[src/rtl/row_access_sequencer.sv]
// Row access sequencer: round-robin arbitration of two requesters, then PRECHARGE/ACTIVE/RECOVER
// phasing for the row decoder. Define REFRESH_EN to add periodic refresh accesses with priority.
module row_access_sequencer #(
    parameter int ADDR_W     = 4,
    parameter int PRE_CYC    = 2,
    parameter int ACT_CYC    = 3,
    parameter int REF_PERIOD = 64
) (
    input  logic              clk,
    input  logic              rst_n,
    input  logic              req_a,
    input  logic [ADDR_W-1:0] addr_a,
    input  logic              req_b,
    input  logic [ADDR_W-1:0] addr_b,
    output logic              gnt_a,
    output logic              gnt_b,
    output logic [ADDR_W-1:0] row_addr,
    output logic              precharge,
    output logic              wl_en,
    output logic              busy,
    output logic              done
`ifdef REFRESH_EN
    ,
    output logic              ref_busy
`endif
);

    localparam int MAX_CYC = (PRE_CYC > ACT_CYC) ? PRE_CYC : ACT_CYC;
    localparam int CNT_W   = $clog2(MAX_CYC) + 1;

    typedef enum logic [1:0] {
        IDLE,
        PRECHARGE,
        ACTIVE,
        RECOVER
    } state_t;

    state_t            state, state_nxt;
    logic [CNT_W-1:0]  cnt, cnt_nxt;
    logic              last_b, last_b_nxt;
    logic [ADDR_W-1:0] row_addr_nxt;
    logic              gnt_a_nxt, gnt_b_nxt, precharge_nxt, wl_en_nxt, busy_nxt, done_nxt;
    logic              ref_start;

`ifdef REFRESH_EN
    localparam int REF_W = $clog2(REF_PERIOD);
    logic [REF_W-1:0]  ref_cnt;
    logic              ref_pending;
    logic [ADDR_W-1:0] ref_row;
    logic              ref_busy_nxt;
`endif

    always_ff @(posedge clk or negedge rst_n) begin
        if (!rst_n) begin
            state     <= IDLE;
            cnt       <= '0;
            last_b    <= 1'b1;
            row_addr  <= '0;
            gnt_a     <= 1'b0;
            gnt_b     <= 1'b0;
            precharge <= 1'b0;
            wl_en     <= 1'b0;
            busy      <= 1'b0;
            done      <= 1'b0;
        end else begin
            state     <= state_nxt;
            cnt       <= cnt_nxt;
            last_b    <= last_b_nxt;
            row_addr  <= row_addr_nxt;
            gnt_a     <= gnt_a_nxt;
            gnt_b     <= gnt_b_nxt;
            precharge <= precharge_nxt;
            wl_en     <= wl_en_nxt;
            busy      <= busy_nxt;
            done      <= done_nxt;
        end
    end

    always_comb begin
        state_nxt     = state;
        cnt_nxt       = cnt;
        last_b_nxt    = last_b;
        row_addr_nxt  = row_addr;
        gnt_a_nxt     = 1'b0;
        gnt_b_nxt     = 1'b0;
        precharge_nxt = precharge;
        wl_en_nxt     = wl_en;
        busy_nxt      = busy;
        done_nxt      = 1'b0;
        ref_start     = 1'b0;
`ifdef REFRESH_EN
        ref_busy_nxt  = ref_busy;
`endif
        case (state)
            IDLE: begin
                // A pending refresh outranks both requesters and leaves last_b alone.
`ifdef REFRESH_EN
                if (ref_pending) begin
                    ref_start    = 1'b1;
                    ref_busy_nxt = 1'b1;
                    row_addr_nxt = ref_row;
                end else
`endif
                if (req_a && (!req_b || last_b)) begin
                    gnt_a_nxt    = 1'b1;
                    last_b_nxt   = 1'b0;
                    row_addr_nxt = addr_a;
                end else if (req_b) begin
                    gnt_b_nxt    = 1'b1;
                    last_b_nxt   = 1'b1;
                    row_addr_nxt = addr_b;
                end
                if (ref_start || gnt_a_nxt || gnt_b_nxt) begin
                    state_nxt     = PRECHARGE;
                    cnt_nxt       = CNT_W'(PRE_CYC - 1);
                    busy_nxt      = 1'b1;
                    precharge_nxt = 1'b1;
                end
            end
            PRECHARGE: begin
                if (cnt == '0) begin
                    state_nxt     = ACTIVE;
                    cnt_nxt       = CNT_W'(ACT_CYC - 1);
                    precharge_nxt = 1'b0;
                    wl_en_nxt     = 1'b1;
                end else begin
                    cnt_nxt = cnt - CNT_W'(1);
                end
            end
            ACTIVE: begin
                if (cnt == '0) begin
                    state_nxt     = RECOVER;
                    wl_en_nxt     = 1'b0;
                    precharge_nxt = 1'b1;
                    done_nxt      = 1'b1;
                end else begin
                    cnt_nxt = cnt - CNT_W'(1);
                end
            end
            RECOVER: begin
                state_nxt     = IDLE;
                precharge_nxt = 1'b0;
                busy_nxt      = 1'b0;
`ifdef REFRESH_EN
                ref_busy_nxt  = 1'b0;
`endif
            end
            default: state_nxt = IDLE;
        endcase
    end

`ifdef REFRESH_EN
    // Expiry while a refresh is already pending is simply absorbed.
    always_ff @(posedge clk or negedge rst_n) begin
        if (!rst_n) begin
            ref_cnt     <= REF_W'(REF_PERIOD - 1);
            ref_pending <= 1'b0;
            ref_row     <= '0;
            ref_busy    <= 1'b0;
        end else begin
            ref_busy <= ref_busy_nxt;
            if (ref_cnt == '0) begin
                ref_cnt <= REF_W'(REF_PERIOD - 1);
            end else begin
                ref_cnt <= ref_cnt - REF_W'(1);
            end
            if (ref_start) begin
                ref_pending <= 1'b0;
                ref_row     <= ref_row + ADDR_W'(1);
            end else if (ref_cnt == '0) begin
                ref_pending <= 1'b1;
            end
        end
    end
`endif

endmodule

[config.mk]
export PLATFORM = sky130hd
export DESIGN_NAME = row_access_sequencer
export DESIGN_NICKNAME = d
export VERILOG_FILES = /design/src/rtl/row_access_sequencer.sv
export SDC_FILE = /design/constraint.sdc
export NUM_CORES = 1
export LEC_CHECK = 0
export ABC_AREA = 1
export CAP_MARGIN = 20
export CORE_MARGIN = 5
export CORE_UTILIZATION = 47
export CTS_CLUSTER_SIZE = 24
export DETAILED_ROUTE_END_ITERATION = 16
export GPL_ROUTABILITY_DRIVEN = 0
export GPL_TIMING_DRIVEN = 0
export HOLD_SLACK_MARGIN = 0.02
export PLACE_DENSITY = 0.78
export SETUP_SLACK_MARGIN = 0.4
export SYNTH_ARGS = -nofsm -noshare
export SYNTH_HDL_FRONTEND = slang
export SYNTH_SLANG_ARGS = --single-unit
[constraint.sdc]
create_clock -name clk -period 1.8 [get_ports clk]
set_clock_uncertainty 0.1 [all_clocks]
set_input_delay 0.18 -clock clk [delete_from_list [all_inputs] [get_ports clk]]
set_output_delay 0.18 -clock clk [all_outputs]
set_load 0.005 [all_outputs]
## After elaboration in Yosys (flattened, before gate mapping)

Cells that the tools add are included.

| word-level totals | value |
|---|---|
| flip-flop bits (word level) | 16 |
| output and inout port bits | 10 |

| cells by class | value |
|---|---|
| $add $sub $neg | 1 |
| reduce and logical (&&, ||, !) cells | 15 |
| multiplexer cells | 27 |
| eq/ne operators | 7 |

Operator list:

| cell | number |
|---|---|
| $mux W1 | 14 |
| $mux W3 | 3 |
| $pmux W3 S3 | 1 |
| $reduce_and A3 Y1 | 3 |
| $mux W4 | 2 |
| $ne A2 B2 Y1 const B | 4 |
| $pmux W2 S4 | 1 |
| $mux W2 | 3 |
| $reduce_bool A2 Y1 | 3 |
| $eq A2 B2 Y1 const B | 2 |
| $pmux W1 S2 | 2 |
| $pmux W1 S4 | 1 |
| $reduce_and A2 Y1 | 2 |
| $logic_not A3 Y1 | 1 |
| $reduce_bool A3 Y1 | 1 |
| $sub A3 B1 Y3 const B | 1 |
| $eq A2 B1 Y1 const B | 1 |
| $logic_not A2 Y1 | 1 |
| $logic_or A1 B1 Y1 | 2 |
| $logic_and A1 B1 Y1 | 1 |
| $logic_not A1 Y1 | 1 |

## Longest topological paths before layout

Gate-level depths: netlist (run 1).

| depth | value |
|---|---|
| depth in word-level cells | 8 |
| depth in mapped cells | 10 |

## Least setup slack after synthesis (run 1)

Ideal clock, no wire load.

| path | value |
|---|---|
| path type | register to register |
| start point | register state[0] |
| end point | register cnt[2] |
| path buffers | 0 |
| required time | 1.587 ns |
| period minus slack after synthesis | 1.319 ns |
| stages on the path, launching flop included | 9 |
| path slack | 0.481 ns |
| data arrival time | 1.106 ns |
| setup time | 0.113 ns |
| cell sequence | dfrtp_1 inv_1 ha_1 nand3_1 nand3_2 inv_1 nand2_1 nand2_1 inv_1 |

| on the way | value |
|---|---|
| longest elaborated chain between the ends | 3 |

Ends and longest elaborated chain:

| item | RTL line | source |
|---|---|---|
| start, declared | 38 | `state_t state, state_nxt;` |
| start signal, assigned | 66 | `state <= state_nxt;` |
| $eq A2 B2 Y1 (tied with other cells) | 94 | `case (state)` |
| $ne A2 B2 Y1 (no source line) or $reduce_bool A3 Y1 (tied branches) | - |  |
| $reduce_and A3 Y1 (no source line) | - |  |
| end signal, assigned | 67 | `cnt <= cnt_nxt;` |
| end, declared | 39 | `logic [CNT_W-1:0] cnt, cnt_nxt;` |

Parallel ways exist; a longest one is shown, timed or not.
A chain may end at the register's enable or synchronous reset.

## Final worst setup path (run 1)

| path | value |
|---|---|
| start point | register state[1] |
| end point | register cnt[2] |

Same word-level chain as after synthesis.

==> run_results.csv, run 1 <==
group,metric,value,unit
flow_run,cap_violations,0,
clock_tree,clkTransAtPathRegs,0.10,ns
yosys,ys.flop_type,"dfrtp_1",
grt,grt_pass1_vias,769,
routing,wl,2030,µm
clock_tree,cts_sinks,16,
critical_path,path_cells,"inv_2, ha_1, inv_2, nand2_1, nand2_2, nand2_2, nand2_1, nand2_1, nand2_1, inv_1",
timing,tns,0,ns
finish,synthToLayoutAreaGrowth,43.5,%
critical_path,worst-setup-path-type,"reg -> reg",
yosys,ys_types,16,
worst_hold_path,hold_path_class,"in -> async",
timing,layout_min_cycle_time,1.43,ns
place,dp_hpwl,1340,µm
clock_tree,clk_latency,0.29,ns
critical_path,slowest_stage,"dfrtp_2",
power,power_leakage,0.683,nW
finish,stdcell_count,164,
grt,overflow,0,
finish,final_nets,159,
floorplan,floorplan.initialDensity,0.500,
timing,tightest_slew,0.733,ns
critical_path,cp_max_fo,5,
critical_path,required,1.90,ns
routing,drt_iter0_markers,14,
yosys,ys_seq_area_frac,0.455,
finish,diodes,0,
critical_path,cp_top_family,"flip-flops",
timing,rsz0062_at_grt,"true",
timing,max_freq,699,MHz
routing,drc_errors,0,
floorplan,die_w,53.3,µm
critical_path,end_kind,"flip-flop",
yosys,synth_area_leader_cell,"dfrtp_1",
clock_tree,cts_tree,"built",
floorplan,ios,22,
clock_tree,root_buffer,"clkbuf_4",
yosys,synth_edf_count,0,
finish,regMostFlops,"row_addr",
critical_path,crit_top_cell,"nand2_1",
power,power_density,1720,mW/mm²
floorplan,die_h,53.3,µm
yosys,synth_top_area_share,0.426,
timing,slew_headroom,0.510,
power,ir_drop,0.00110,V
critical_path,critPathArrivalTime,1.53,ns
finish,largest_reg_flops,4,
yosys,synth_common_cells,"32 x nand2_1, 21 x inv_1, 15 x dfrtp_1",
grt,track_usage,0.154,
clock_tree,cts_buffers,3,
yosys,syn_inst,108,
yosys,synthMostInstantiatedCell,"nand2_1",
critical_path,max_stage_delay,0.44,ns
timing,finalHoldViolations,0,
clock_tree,cts_max_level,1,
routing,wl_per_cell,12.4,µm
timing,fin_crit_sh,0.795,
routing,ant_nets,0,
run_status,status,"completed",
yosys,ys_seq_elements,16,
routing,first_pass_iters,4,
grt,grt_pass1_wl,3130,µm
yosys,yosys-top-cells-area,"dfrtp_1 43%, nand2_1 14%, ha_1 9.9%, inv_1 8.9%, nor2_1 4.3%",
yosys,synth_fp_nets,127,
finish,final_layout_size_suffix_gt1_frac,0.288,
yosys,synth.cell_area,882,µm²
routing,num_vias,782,
yosys,ys_warn_count,0,
timing,final_max_slew_viol_count,0,
grt,antenna_found_initial,0,
grt,grt_max_degree,17,
finish,fill_cells,138,
place,dp.cells,154,
routing,via_per_inst,4.77,
floorplan,core.rowCount,15,
critical_path,startpoint_type,"flip-flop",
floorplan,die_area,0.00284,mm²
clock_tree,cts_buffer_depth,2,
place,io_buffers,21,
timing,setup_viol,0,
critical_path,worst-path-buf-inv,3,
yosys,syn_area_per_cell,8.17,µm²
finish,largestRegisters,"row_addr: 4 flops, cnt: 3 flops, state: 2 flops",
floorplan,core,0.00176,mm²
yosys,ys_async_sr_fraction,1.00,
final timing paths:
kind / slack (ns) / cells past startpoint / to / from
min reg2reg: 0.39 / 2 / row_addr[1] / row_addr[1]
max: 0.37 / 10 / cnt[2] / state[1]
min in group clk: 0.39 / 2 / row_addr[1] / row_addr[1]
max reg2reg: 0.37 / 10 / cnt[2] / state[1]
min: 0.21 / 1 / cnt[0] / rst_n
max in group asynchronous: 0.88 / 1 / state[1] / rst_n
layer usage:
layer  part of all wire  up-vias  GRT usage
met5                  0        -          0
met2               0.50       18      0.265
met3              0.048        4     0.0394
li1                   -      389          -
met4              0.017        0     0.0766
met1               0.43      371      0.172
cell usage in the layout, fill, tap and decap left out, types with 2 or more instances in the layout:
cell / n
o21ai_1: 3
ha_4: 2
inv_1: 14
o21ai_0: 2
clkbuf_4: 3
ha_1: 4
inv_4: 2
clkdlybuf4s50_1: 11
nand2_2: 5
dlygate4sd2_1: 9
dfrtp_1: 14
inv_2: 8
nand3_2: 2
nor2_1: 10
a21oi_1: 2
nand2_1: 26
buf_4: 5
o21ai_2: 4
what timing repair did:
| action | 4_1_cts | 5_1_grt |
|---|---|---|
| hold buffers | 0 | 0 |
| buffers inserted | 3 | 3 |
| pin swaps | 0 | 2 |
| setup endpoints to repair | 20 | 12 |
| resized for setup | 18 | 20 |
where the power goes:
| part | internal (W) | switching (W) | leakage, nW |
|---|---|---|---|
| registers | 0.000538 | 0.000107 | 0.195 |
| logic | 0.000582 | 0.000708 | 0.467 |
| clock network | 0.000123 | 0.000123 | 0.0210 |
layout make-up:
class,count,area (µm²),area share
inverter,24,95.1,0.0751
timing repair buffer,27,250,0.198
multi-input combinational,68,450,0.356
sequential,16,403,0.318
clock buffer,4,36.3,0.0287
tap,25,31.3,0.0247
kinds of logic after synthesis:
logic type,after synthesis,synth area share
fa+ha+maj,7,0.0993
simple gates,47,0.220
compound gates,14,0.123
flops,16,0.455
buf+inv,24,0.102
metrics by stage:
step / setup slack (ns) / util / power, W / hold WS, ns / cell area [µm²]
after global placement: 0.330 / 0.637 / 0.00164 / 0.363 / 1120
after CTS: 0.381 / 0.677 / 0.00196 / 0.237 / 1190
final: 0.369 / 0.718 / 0.00218 / 0.211 / 1270
after detailed placement: 0.277 / 0.637 / 0.00167 / 0.374 / 1120
after floorplan: 0.481 / - / 0.00128 / -0.216 / 882
after global routing: 0.285 / 0.718 / 0.00239 / 0.285 / 1270
Power figures use the tool's default switching activity.
==> run 2, diff against run 1 <==
CORE_UTILIZATION = 43   (was 47)
PLACE_DENSITY = 0.75   (was 0.78)
clock period = 1.3 ns   (was 1.8 ns; I/O delays follow)
==> run_results.csv, run 2 (synthesis results as in run 1) <==
group,metric,value,unit
critical_path,worst-setup-path-type,"reg -> reg",
timing,finalHoldViolations,15,
power,power,0.00291,W
routing,via_per_inst,4.57,
timing,setup_viol,12,
critical_path,r2r-start,"state[1]",
timing,tightest_slew,0.715,ns
critical_path,r2r_slack,-0.13,ns
timing,max_freq,699,MHz
routing,drt_iter0_markers,2,
timing,layout_min_cycle_time,1.43,ns
critical_path,critPathArrivalTime,1.56,ns
grt,grt_pass1_wl,3370,µm
grt,overflow,0,
power,power_leakage,0.678,nW
finish,final_layout_size_suffix_gt1_frac,0.355,
grt,gr-usage-met3,0.0233,
finish,synthToLayoutAreaGrowth,40.0,%
timing,worst_slack,-0.131,ns
place,dp.cells,156,
finish,fill_cells,182,
place,io_buffers,21,
finish,final_nets,161,
finish,layout_common_cells,"26 x nand2_1, 15 x inv_1, 15 x dfrtp_1",
critical_path,startpoint_type,"flip-flop",
clock_tree,root_buffer,"clkbuf_4",
routing,ant_nets,0,
clock_tree,cts_tree,"built",
critical_path,r2r-end,"row_addr[0]",
floorplan,core,0.00196,mm²
clock_tree,clkTransAtPathRegs,0.10,ns
grt,antenna_found_initial,0,
run_status,violations,"hold timing, setup timing",
finish,final_core_util,0.629,
grt,grt.busiest_layer,"met2",
floorplan,floorplan.initialDensity,0.450,
floorplan,core.rowCount,16,
finish,diodes,0,
routing,wl,1870,µm
clock_tree,cts_buffers,3,
floorplan,die_area,0.00306,mm²
flow_run,cap_violations,0,
floorplan,ios,22,
routing,num_vias,767,
critical_path,end_kind,"flip-flop",
timing,tns,-0.837,ns
timing,slew_headroom,0.523,
clock_tree,cts_sinks,16,
floorplan,die_h,55.3,µm
clock_tree,cts_buffer_depth,2,
clock_tree,cts_max_level,1,
timing,rsz0062_at_grt,"true",
grt,met2_usage,0.240,
place,dp_hpwl,1390,µm
finish,regMostFlops,"row_addr",
routing,wl_per_cell,11.1,µm
power,power_density,2360,mW/mm²
floorplan,die_w,55.3,µm
clock_tree,clk_latency,0.29,ns
finish,largestRegisters,"row_addr: 4 flops, cnt: 3 flops, state: 2 flops",
routing,drc_errors,0,
timing,fin_crit_sh,1.10,
critical_path,cp_max_fo,7,
grt,grt_max_degree,17,
grt,track_usage,0.137,
finish,layout.cells.most_common,"nand2_1",
clock_tree,cts-hold-fix-buffers,0,
worst_hold_path,hold_path_class,"in -> async",
timing,fin_hold_ws,-0.232,ns
critical_path,required,1.43,ns
timing,final_max_slew_viol_count,0,
finish,stdcell_count,168,
critical_path,r2r_cells,7,
power,ir_drop,0.00135,V
grt,met1_usage,0.154,
run_status,status,"complete, but fails checks",
grt,grt_pass1_vias,800,
finish,largest_reg_flops,4,
routing,first_pass_iters,4,
run 2: changes by cell type in the layout (fill, tap and decap cells not counted), moves of 2 or more:
cell / delta
o21ai_1: -2
dlygate4sd2_1: -9
o21ai_0: +2
buf_2: +10
run 2: layer usage:
layer | part of all wire | wire length, µm | vias up
li1 | - | - | 394
met1 | 0.44 | 824 | 354
met2 | 0.50 | 938 | 15
met3 | 0.033 | 61 | 4
met4 | 0.022 | 41 | 0
met5 | 0 | 0 | -
run 2: how the worst max path moves through the flow:
stage               startpoint           to  slack [ns]  depth (start not counted)
CTS                   state[0]     state[1]       -0.11                          8
global route          state[1]  row_addr[0]       -0.23                          7
finish                state[1]  row_addr[0]       -0.13                          7
floorplan             state[0]       cnt[1]        0.04                          7
global placement         req_a  row_addr[0]       -0.14                          6
detailed placement       req_a  row_addr[0]       -0.15                          6
run 2: cell type report:
| type | instances | area [µm²] | share of cell area |
|---|---|---|---|
| Clock buffer | 4 | 36.3 | 0.0294 |
| Inverter | 24 | 95.1 | 0.0770 |
| Multi-Input combinational cell | 68 | 438 | 0.355 |
| Sequential cell | 16 | 402 | 0.325 |
| Tap cell | 27 | 33.8 | 0.0274 |
| Timing Repair Buffer | 29 | 230 | 0.186 |
run 2: stage by stage:
stage               setup slack [ns]  area (µm²)
global route                  -0.233        1230
finish                        -0.131        1230
floorplan                     0.0390         907
CTS                           -0.109        1180
global placement              -0.139        1150
detailed placement            -0.150        1150
run 2: timing repair:
| item | 4_1_cts | 5_1_grt |
|---|---|---|
| pin swaps | 1 | 4 |
| resized for setup | 46 | 8 |
| endpoints found under the hold margin | 0 | 15 |
| setup endpoints to repair | 26 | 42 |
| setup buffers | 4 | 4 |
run 2: power breakdown:
group	switching (W)	internal, W	leakage, nW
clock	0.000165	0.000171	0.0210
sequential	0.000132	0.000742	0.196
combinational	0.000929	0.000772	0.460
run 2: critical path, stage by stage, from the launching register on:
cell	delay [ns]
dfrtp_1	0.43
inv_2	0.11
ha_4	0.16
inv_4	0.04
a21oi_4	0.23
buf_6	0.15
nand2_4	0.03
o21ai_2	0.11
